==> config.mk <==
export PLATFORM = sky130hd
export DESIGN_NAME = alu_seq
export DESIGN_NICKNAME = d
export VERILOG_FILES = /design/src/rtl/alu_pkg.sv /design/src/rtl/alu_seq_mul_iter.sv /design/src/rtl/alu_seq.sv
export SDC_FILE = /design/constraint.sdc
export NUM_CORES = 1
export LEC_CHECK = 0
export ABC_AREA = 1
export CORE_ASPECT_RATIO = 1.2
export CORE_MARGIN = 2
export CORE_UTILIZATION = 45
export DETAILED_ROUTE_END_ITERATION = 8
export GPL_TIMING_DRIVEN = 0
export SETUP_SLACK_MARGIN = 0.15
export SYNTH_ARGS = -nofsm -noshare
export SYNTH_HDL_FRONTEND = slang
export SYNTH_SLANG_ARGS = --single-unit
==> constraint.sdc <==
create_clock -name clk -period 9.77 [get_ports clk]
set_input_delay 1.954 -clock clk [delete_from_list [all_inputs] [get_ports clk]]
set_output_delay 1.954 -clock clk [all_outputs]
set_load 0.005 [all_outputs]
==> src/rtl/alu_pkg.sv <==
// alu_pkg: opcodes, PSR flag indices and FSM states
// shared by the sequential ALU and its testbench.
package alu_pkg;

  localparam logic [7:0] OP_ADD    = 8'h05;
  localparam logic [7:0] OP_ADDI   = 8'h50;
  localparam logic [7:0] OP_ADDU   = 8'h06;
  localparam logic [7:0] OP_ADDUI  = 8'h60;
  localparam logic [7:0] OP_ADDC   = 8'h07;
  localparam logic [7:0] OP_ADDCI  = 8'h70;
  localparam logic [7:0] OP_ADDCU  = 8'h04;
  localparam logic [7:0] OP_ADDCUI = 8'h40;
  localparam logic [7:0] OP_SUB    = 8'h09;
  localparam logic [7:0] OP_SUBI   = 8'h90;
  localparam logic [7:0] OP_CMP    = 8'h0B;
  localparam logic [7:0] OP_CMPI   = 8'hB0;
  localparam logic [7:0] OP_CMPU   = 8'h08;
  localparam logic [7:0] OP_CMPUI  = 8'h0C;
  localparam logic [7:0] OP_AND    = 8'h01;
  localparam logic [7:0] OP_OR     = 8'h02;
  localparam logic [7:0] OP_XOR    = 8'h03;
  localparam logic [7:0] OP_NOT    = 8'h0F;
  localparam logic [7:0] OP_LSH    = 8'h84;
  localparam logic [7:0] OP_LSHI   = 8'h80;
  localparam logic [7:0] OP_RSH    = 8'h85;
  localparam logic [7:0] OP_RSHI   = 8'h81;
  localparam logic [7:0] OP_ALSH   = 8'h86;
  localparam logic [7:0] OP_ARSH   = 8'h87;
  localparam logic [7:0] OP_MUL    = 8'h0E;

  localparam int FLAG_N = 0;
  localparam int FLAG_L = 1;
  localparam int FLAG_F = 2;
  localparam int FLAG_C = 3;
  localparam int FLAG_Z = 4;

  typedef enum logic {
    S_IDLE,
    S_MUL
  } state_t;

endpackage

==> src/rtl/alu_seq_mul_iter.sv <==
// mul_iter: radix-2 signed shift-add multiplier,
// done is asserted in the cycle whose edge is WIDTH after start.
module mul_iter #(
  parameter int WIDTH = 16
) (
  input  logic               clk,
  input  logic               reset,
  input  logic               start,
  input  logic [WIDTH-1:0]   a,
  input  logic [WIDTH-1:0]   b,
  output logic               done,
  output logic [2*WIDTH-1:0] product
);

  localparam int CW = (WIDTH > 1) ? $clog2(WIDTH) : 1;

  logic               busy;
  logic [CW-1:0]      cnt;
  logic [2*WIDTH-1:0] mc;
  logic [2*WIDTH-1:0] acc;
  logic [2*WIDTH-1:0] acc_nxt;
  logic [2*WIDTH-1:0] addend;
  logic [WIDTH-1:0]   mp;
  logic               last;

  assign last = (cnt == CW'(WIDTH - 1));

  // The multiplier MSB carries negative weight in two's complement.
  always_comb begin
    addend = '0;
    if (mp[0]) addend = last ? -mc : mc;
    acc_nxt = acc + addend;
  end

  assign done    = busy && last;
  assign product = acc_nxt;

  always_ff @(posedge clk) begin
    if (reset) begin
      busy <= 1'b0;
      cnt  <= '0;
      mc   <= '0;
      mp   <= '0;
      acc  <= '0;
    end else if (start) begin
      busy <= 1'b1;
      cnt  <= '0;
      mc   <= {{WIDTH{a[WIDTH-1]}}, a};
      mp   <= b;
      acc  <= '0;
    end else if (busy) begin
      acc  <= acc_nxt;
      mc   <= mc << 1;
      mp   <= mp >> 1;
      cnt  <= cnt + CW'(1);
      if (last) busy <= 1'b0;
    end
  end

endmodule

==> src/rtl/alu_seq.sv <==
// alu_seq: registered CR16-style ALU with internal PSR,
// valid/ready input and an iterative signed multiply.
module alu_seq
  import alu_pkg::*;
#(
  parameter int WIDTH  = 16,
  parameter bit MUL_EN = 1'b1
) (
  input  logic             clk,
  input  logic             reset,
  input  logic             in_valid,
  output logic             in_ready,
  input  logic [7:0]       opcode,
  input  logic [WIDTH-1:0] a,
  input  logic [WIDTH-1:0] b,
  input  logic             psr_we,
  input  logic [4:0]       psr_din,
  output logic             out_valid,
  output logic [WIDTH-1:0] result,
  output logic [WIDTH-1:0] result_hi,
  output logic [4:0]       flags,
  output logic             illegal
);

  localparam int SW = $clog2(WIDTH);
  localparam int M  = WIDTH - 1;

  state_t             state;
  logic [4:0]         psr;
  logic               accept;
  logic               is_mul;
  logic               mul_done;
  logic [2*WIDTH-1:0] mul_p;

  logic [WIDTH-1:0]   ext_s;
  logic [WIDTH-1:0]   ext_u;
  logic [WIDTH-1:0]   op_b;
  logic               cin;
  logic [WIDTH:0]     add_w;
  logic [WIDTH:0]     sub_w;
  logic               add_v;
  logic               sub_v;
  logic               lt_s;
  logic [SW-1:0]      shamt;

  logic [WIDTH-1:0]   alu_res;
  logic               alu_wr;
  logic               alu_ill;
  logic [4:0]         alu_psr;
  logic [4:0]         mul_psr;

  assign in_ready = (state == S_IDLE) && !reset;
  assign accept   = in_valid && in_ready;
  assign is_mul   = MUL_EN && (opcode == OP_MUL);
  assign flags    = psr;

  generate
    if (MUL_EN) begin : g_mul
      mul_iter #(.WIDTH(WIDTH)) u_mul (
        .clk     (clk),
        .reset   (reset),
        .start   (accept && is_mul),
        .a       (a),
        .b       (b),
        .done    (mul_done),
        .product (mul_p)
      );
    end else begin : g_nomul
      assign mul_done = 1'b0;
      assign mul_p    = '0;
    end
  endgenerate

  assign ext_s = {{(WIDTH-8){b[7]}}, b[7:0]};
  assign ext_u = {{(WIDTH-8){1'b0}}, b[7:0]};

  always_comb begin
    op_b = b;
    case (opcode)
      OP_ADDI, OP_ADDCI,
      OP_SUBI, OP_CMPI:   op_b = ext_s;
      OP_ADDUI, OP_ADDCUI,
      OP_CMPUI:           op_b = ext_u;
      default:            op_b = b;
    endcase
  end

  assign cin = psr[FLAG_C] &&
               ((opcode == OP_ADDC)  ||
                (opcode == OP_ADDCI) ||
                (opcode == OP_ADDCU) ||
                (opcode == OP_ADDCUI));

  assign add_w = {1'b0, a} + {1'b0, op_b}
               + {{WIDTH{1'b0}}, cin};
  assign sub_w = {1'b0, a} - {1'b0, op_b};
  assign add_v = (a[M] == op_b[M]) && (add_w[M] != a[M]);
  assign sub_v = (a[M] != op_b[M]) && (sub_w[M] != a[M]);
  assign lt_s  = $signed(a) < $signed(op_b);
  assign shamt = b[SW-1:0];

  always_comb begin
    alu_res = '0;
    alu_wr  = 1'b1;
    alu_ill = 1'b0;
    alu_psr = psr;
    case (opcode)
      OP_ADD, OP_ADDI, OP_ADDC, OP_ADDCI: begin
        alu_res         = add_w[M:0];
        alu_psr[FLAG_C] = add_w[WIDTH];
        alu_psr[FLAG_F] = add_v;
        alu_psr[FLAG_Z] = (add_w[M:0] == '0);
        alu_psr[FLAG_N] = add_w[M];
      end
      OP_ADDU, OP_ADDUI, OP_ADDCU, OP_ADDCUI: begin
        alu_res         = add_w[M:0];
        alu_psr[FLAG_C] = add_w[WIDTH];
        alu_psr[FLAG_Z] = (add_w[M:0] == '0);
      end
      OP_SUB, OP_SUBI: begin
        alu_res         = sub_w[M:0];
        alu_psr[FLAG_C] = sub_w[WIDTH];
        alu_psr[FLAG_F] = sub_v;
        alu_psr[FLAG_Z] = (sub_w[M:0] == '0);
        alu_psr[FLAG_N] = sub_w[M];
      end
      OP_CMP, OP_CMPI: begin
        alu_wr          = 1'b0;
        alu_psr[FLAG_Z] = (a == op_b);
        alu_psr[FLAG_L] = sub_w[WIDTH];
        alu_psr[FLAG_N] = lt_s;
      end
      OP_CMPU, OP_CMPUI: begin
        alu_wr          = 1'b0;
        alu_psr[FLAG_Z] = (a == op_b);
        alu_psr[FLAG_L] = sub_w[WIDTH];
      end
      OP_AND: alu_res = a & b;
      OP_OR:  alu_res = a | b;
      OP_XOR: alu_res = a ^ b;
      OP_NOT: alu_res = ~a;
      OP_LSH, OP_LSHI, OP_ALSH:
        alu_res = a << shamt;
      OP_RSH, OP_RSHI:
        alu_res = a >> shamt;
      OP_ARSH:
        alu_res = WIDTH'($signed(a) >>> shamt);
      default: begin
        alu_res = '0;
        alu_ill = 1'b1;
      end
    endcase
  end

  always_comb begin
    mul_psr         = psr;
    mul_psr[FLAG_Z] = (mul_p[M:0] == '0);
    mul_psr[FLAG_N] = mul_p[M];
    mul_psr[FLAG_F] = (mul_p[2*WIDTH-1:WIDTH] != {WIDTH{mul_p[M]}});
  end

  always_ff @(posedge clk) begin
    if (reset) begin
      state     <= S_IDLE;
      out_valid <= 1'b0;
      illegal   <= 1'b0;
      result    <= '0;
      result_hi <= '0;
      psr       <= '0;
    end else begin
      out_valid <= 1'b0;
      illegal   <= 1'b0;
      unique case (state)
        S_IDLE: begin
          if (accept) begin
            if (is_mul) begin
              state <= S_MUL;
            end else begin
              out_valid <= 1'b1;
              illegal   <= alu_ill;
              result_hi <= '0;
              psr       <= alu_psr;
              if (alu_wr) result <= alu_res;
            end
          end
        end
        S_MUL: begin
          if (mul_done) begin
            state     <= S_IDLE;
            out_valid <= 1'b1;
            result    <= mul_p[M:0];
            result_hi <= mul_p[2*WIDTH-1:WIDTH];
            psr       <= mul_psr;
          end
        end
      endcase
      // A context restore wins over any same-cycle flag update.
      if (psr_we) psr <= psr_din;
    end
  end

endmodule

==> Word level (Yosys, flattened, before mapping) <==
Index checks and enable logic that the tools add are counted.
{ "totals": {"reg_bits": 125, "in_bits": 49, "output_inout_bits": 40} }
{ "classes": {"addsub": 6, "n_lt_le_gt_ge": 1, "n_eq_ne": 45, "shift": 3, "n_mux": 39, "n_bitwise": 6, "n_reduce_logical": 34} }
{ "ops": {"columns": ["operator", "count"], "rows": [
  ["$mux W16", 9],
  ["$pmux W16 S9", 1],
  ["$mux W32", 4],
  ["$pmux W16 S2", 3],
  ["$eq A8 B8 Y1 const B", 8],
  ["$eq A8 B4 Y1 const B", 6],
  ["$logic_not A16 Y1", 3],
  ["$add A32 B32 Y32", 1],
  ["$eq A8 B3 Y1 const B", 4],
  ["$eq A8 B7 Y1 const B", 4],
  ["$neg A32 Y32", 1],
  ["$reduce_and A4 Y1", 6],
  ["$reduce_or A24 Y1", 1],
  ["$mux W5", 4],
  ["$add A16 B16 Y17", 1],
  ["$add A17 B1 Y17", 1],
  ["$sub A16 B16 Y17", 1],
  ["$and A16 B16 Y16", 1],
  ["$eq A16 B16 Y1", 1],
  ["$eq A8 B2 Y1 const B", 2],
  ["$lt A16 B16 Y1", 1],
  ["$ne A16 B16 Y1", 1],
  ["$not A16 Y16", 1],
  ["$or A16 B16 Y16", 1],
  ["31 further kinds", 68]
]} }

==> Depth between registers and ports, before layout <==
Gate-level depths: netlist of the first run.
{ "depth": {"ltp_word": 13, "ltp_mapped": 35} }

==> By module <==
A second synthesis of the first run with hierarchy kept.
{ "hier_totals": {"hier_cells": 2274, "area_unflattened_um2": 13165.1} }
{ "by_module_without_submodules": {"columns": ["module", "n_inst", "cells_each", "area_each_um2", "seq_area_each_um2"], "rows": [
  ["alu_seq", 1, 1218, 6760.2, 800.8],
  ["mul_iter", 1, 1056, 6404.9, 1701.6]
]} }

==> Least setup slack after synthesis of the first run <==
Ideal clock, no wire load.
{ "synth_path": {"kind": "in2reg", "from": "input port opcode[1]", "to": "register result[15]", "setup_time_ps": 115, "arrival_ps": 4656, "required_time_ps": 9655, "path_slack_ps": 5000, "path_stages": 21, "cell_sequence": "inv_2 > nand2_1 > nor2_4 > nand2_2 > o221ai_1 > o31ai_1 > o21ai_0 > inv_1 > ha_1 > inv_2 > a21oi_1 > a21boi_2 > o21ai_1 > a21oi_1 > nand2_1 > nand2_1 > nand2_1 > nand2_1 > o211ai_1 > a21oi_1 > nor2_1"} }
{ "synth_between": {"elab_chain_len": 11, "elab_cells_between_ends": 48, "cone_classes": "3 x add/sub; 27 x eq/ne; 6 x mux; 12 x reduce/logical"} }
{ "synth_rtl": {"columns": ["item", "line_no", "rtl"], "rows": [
  ["start, declared", "alu_seq.sv:13", "input logic [7:0] opcode,"],
  ["parallel branches: the longest is 11 deep, another holds $add A16 B16 Y17", null, null],
  ["end signal, assigned", "alu_seq.sv:183", "if (alu_wr) result <= alu_res;"],
  ["end signal, assigned", "alu_seq.sv:191", "result <= mul_p[M:0];"],
  ["end, declared", "alu_seq.sv:19", "output logic [WIDTH-1:0] result,"]
]} }
Parallel ways; which one is timed is not known. The select of a mux whose other input is x is not followed.
A chain may end at the register's enable or synchronous reset.

==> Worst setup path in the final report of the first run <==
{ "layout_path": {"from": "input port opcode[5]", "to": "register psr[4] (netlist: flags[4])"} }
{ "layout_between": {"elab_chain_len": 12, "elab_cells_between_ends": 39, "cone_classes": "3 x add/sub; 18 x eq/ne; 6 x mux; 12 x reduce/logical"} }
{ "layout_rtl": {"columns": ["item", "line_no", "rtl"], "rows": [
  ["parallel branches: the longest is 12 deep, another holds $add A16 B16 Y17", null, null],
  ["end signal, assigned", "alu_seq.sv:182", "psr <= alu_psr;"],
  ["end signal, assigned", "alu_seq.sv:193", "psr <= mul_psr;"],
  ["end signal, assigned", "alu_seq.sv:198", "if (psr_we) psr <= psr_din;"],
  ["end, declared", "alu_seq.sv:29", "logic [4:0] psr;"]
]} }
Parallel ways; which one is timed is not known. The select of a mux whose other input is x is not followed.

==> results of run 1 <==
metrics by stage:
stage	cells	setup WS, ns	util, %
final	2778	3.46	52.8
after detailed placement	2746	3.14	50.5
after global placement	2746	3.20	50.5
after CTS	2778	3.58	52.8
after floorplan	2274	5.00	-
after global routing	2778	3.11	52.8
flip-flops by register name, indices dropped and copies added, names as in the netlist:
signal and cells:
g_mul.u_mul.mp 16, flags 5, illegal 1, result 16, result_hi 16, g_mul.u_mul.mc 32, g_mul.u_mul.acc 32, out_valid 1
g_mul.u_mul.cnt 4, g_mul.u_mul.busy 1, state 1
worst min path at each step:
stage | startpoint | to | slack (ns) | cells after the start
after floorplan | g_mul.u_mul.mp[15] | g_mul.u_mul.mp[15] | 0.44 | 2
after detailed placement | result_hi[11] | result_hi[11] | 0.46 | 2
after CTS | result_hi[11] | result_hi[11] | 0.47 | 2
after global placement | g_mul.u_mul.mp[5] | g_mul.u_mul.mp[5] | 0.45 | 2
final | result_hi[11] | result_hi[11] | 0.46 | 2
after global routing | result_hi[14] | result_hi[14] | 0.48 | 2
cells in the final DEF, fill, tap and decap left out, types with 18 or more instances in the layout:
cell             instances
a21oi_1                158
buf_2                   26
clkbuf_1                34
clkdlybuf4s50_1         87
dfxtp_1                125
ha_1                    91
inv_1                  346
inv_2                   18
nand2_1                655
nand3_1                122
nor2_1                 198
nor3_1                  32
o211ai_1                42
o21ai_0                150
o21ai_1                 18
o22ai_1                 24
xor2_1                  28
cell type report:
cell class	instances	area, um2	share of cell area (%)
timing repair buffer	87	871	5.72
tap	385	482	3.16
multi-input combinational	1702	8950	58.8
clock inverter	13	213	1.40
inverter	366	1380	9.04
sequential	125	2500	16.4
clock buffer	19	443	2.91
buffer	81	387	2.54
metal layers:
layer	global-route usage [%]	routed length, um
met4	27.2	4700
met5	0	0
met3	4.34	3310
met2	69.2	28900
met1	39.7	21600
power by group:
group | total (mW) | switching [mW] | internal, mW | leakage [nW]
Combinational | 0.335 | 0.229 | 0.106 | 6.25
Sequential | 0.522 | 0.00544 | 0.516 | 1.01
Clock | 0.725 | 0.264 | 0.461 | 0.310
worst min-delay path, cell delays in order (launching register included):
cell and delay, ns:
dfxtp_1 0.31, nand2_1 0.06, a21oi_1 0.05
cells by family after synthesis:
group / after synthesis / share of synthesized area [%]
AOI/OAI and AO/OA: 490 / 21.7
xor gates and xnor gates: 38 / 2.52
adders and majority gates: 95 / 9.22
buffers and inverters: 447 / 13.3
DFF: 125 / 18.9
muxes: 5 / 0.379
and+or+nand+nor: 1074 / 33.9
==> results.md, run 1 <==
* Crit path max-delay family: compound AO/OA/AOI/OAI gates
* Crit Path Category: input pin to flip-flop
* Fin. max-slew vios at 0
* DP HPWL at 48300 um
* Critical path endpoint category: flip-flop
* Hold WS at 0.463 ns
* Worst-path clk slew at 0.06 ns
* Pwr Density at 104 nW/um2
* Critical Path Start: opcode[5]
* Mean Syn Cell Area at 5.81 um2
* Filler instances at 3095
* CTS root buf: clkbuf_16
* Buf/Inv on CP at 5
* Syn_nets at 2418
* Register area share after synthesis at 18.9%
* Via count at 15.8k
* Prevailing post-synth register cell: dfxtp_1
* Initial Util at 45.8%
* Leak pwr at 7.57 nW
* Top-area cell type share of the netlist area at 18.9%
* GP Congestion at 1.05
* RR Endpoint: flags[4]
* Max-cap violations at 0
* Total gr overflow at 0
* Count leader, synth: nand2_1
* Via-to-Cell Ratio at 5.68
* Mapped Area at 13200 um2
* Nets at 2524
* Pin count of the biggest net entering global routing at 17
* RSZ-0062 raised after global routing: false
* # resized after CTS at 0
* First-pass GRT wire length at 87700 um
* R2r startpoint: g_mul.u_mul.cnt[1]
* Largest cells by area after synthesis: dfxtp_1 (19%), nand2_1 (19%), inv_1 (9.8%), ha_1 (8.6%), a21oi_1 (6.0%)
* DRT iter0 DRCs at 1235
* CP Data Arrival Time at 6.67 ns
* Slowest stage delay, CP at 0.63 ns
* Post-synth EDFFs at 0
* R2R setup slack at 4.83 ns
* Critical Path Most Common Cell: nand2_1
* Syn. warnings at 0
* Fin crit period at 6.31 ns
* Final-report hold violation count at 0
* Max IR drop VDD at 0.000125 V
* # port buffers at 87
* Inserted Clock Buffers at 17
* Max Buffers Root-to-Sink at 2
* Slew headroom at 31.9%
* Clk_lat worst skew at 0.43 ns
* Hold_buf cts at 0
* CTS tree: built
* Fin crit share at 64.5%
* Post-CTS Setup Bufs at 0
* Critical path required time at 10.13 ns
* Core Area at 28800 um2
* Layout Area Growth over Synthesis at 15.2%
* Final wirelength at 58500 um
* Max Fanout on Critical Path at 9
* Run status: finished, final reports clean
* Worst-path cell chain: clkdlybuf4s50_1 -> nor2_4 -> nand3_4 -> inv_1 -> nand2_1 -> o221ai_1 -> o31ai_1 -> o21ai_0 -> inv_1 -> ha_1 -> buf_2 -> inv_1 -> a21oi_1 -> a21boi_1 -> nand2_1 -> nand2_1 -> nand2_1 -> nor3_2 -> nand3_1 -> nor2_1 -> nand2_1 -> nand2_1 -> nand2_1 -> a21oi_1
* Row cnt at 68
* #FFs+latches synth at 125
* Total power at 1.58 mW
* Die width at 160 um
* R2R depth at 20
* ANT cells at 0
* DP Area at 14600 um2
* GRT Total Usage at 37.6%
* Leading area contributor after synthesis: dfxtp_1
* Die area at 30800 um2
* Startpoint types: input pin
* Worst slew pin tran at 1.01 ns
* Final ANT Viol Nets at 0
* Fmax at 159 MHz
* CP max stage cell: o221ai_1
* Post-synth cell types at 66
* Fraction of layout cells with a size suffix above 1 at 5.56%
* Die Y at 192 um
* Initial antenna violation count at 0
* Gate Count Post-Synth at 2274
* Final clock skew at 0.00762 ns
* Finish-stage setup viols at 0
* DR DRC count at 0
* Clock Sinks at 125
* Vias in the first global route at 15.2k
* Setup_tns at 0 ns
* Final Instance Area at 15200 um2
* I/O pin count at 89
* Number of H-tree levels at 4
* Total iterations of the first detailed-routing run at 9
* Critical path depth in cells at 24
* Synth top cells by count: nand2_1 (655), inv_1 (346), nor2_1 (198)
* Async SR Flop Fraction at 0%
* Hold Crit Class: flip-flop to flip-flop
* Critical Path End: flags[4]
* Routed wire per std cell at 21.1 um
Power figures use the tool's default switching activity.
==> run 2, diff against run 1 <==
==> constraint.sdc (replaced) <==
create_clock -name clk -period 6.3 [get_ports clk]
set_input_delay 1.26 -clock clk [delete_from_list [all_inputs] [get_ports clk]]
set_output_delay 1.26 -clock clk [all_outputs]
set_load 0.005 [all_outputs]
==> results of run 2 <==
The final DEF is identical to that of run 1. Status: finished, final reports clean.
Main changes from that run: setup slack after placement 3.14 ns -> 0.366 ns; setup slack after layout 3.46 ns -> 0.689 ns; register-to-register setup slack 4.83 ns -> 1.36 ns; total power 1.58 mW -> 2.45 mW; worst IR drop on VDD 0.000125 V -> 0.000194 V
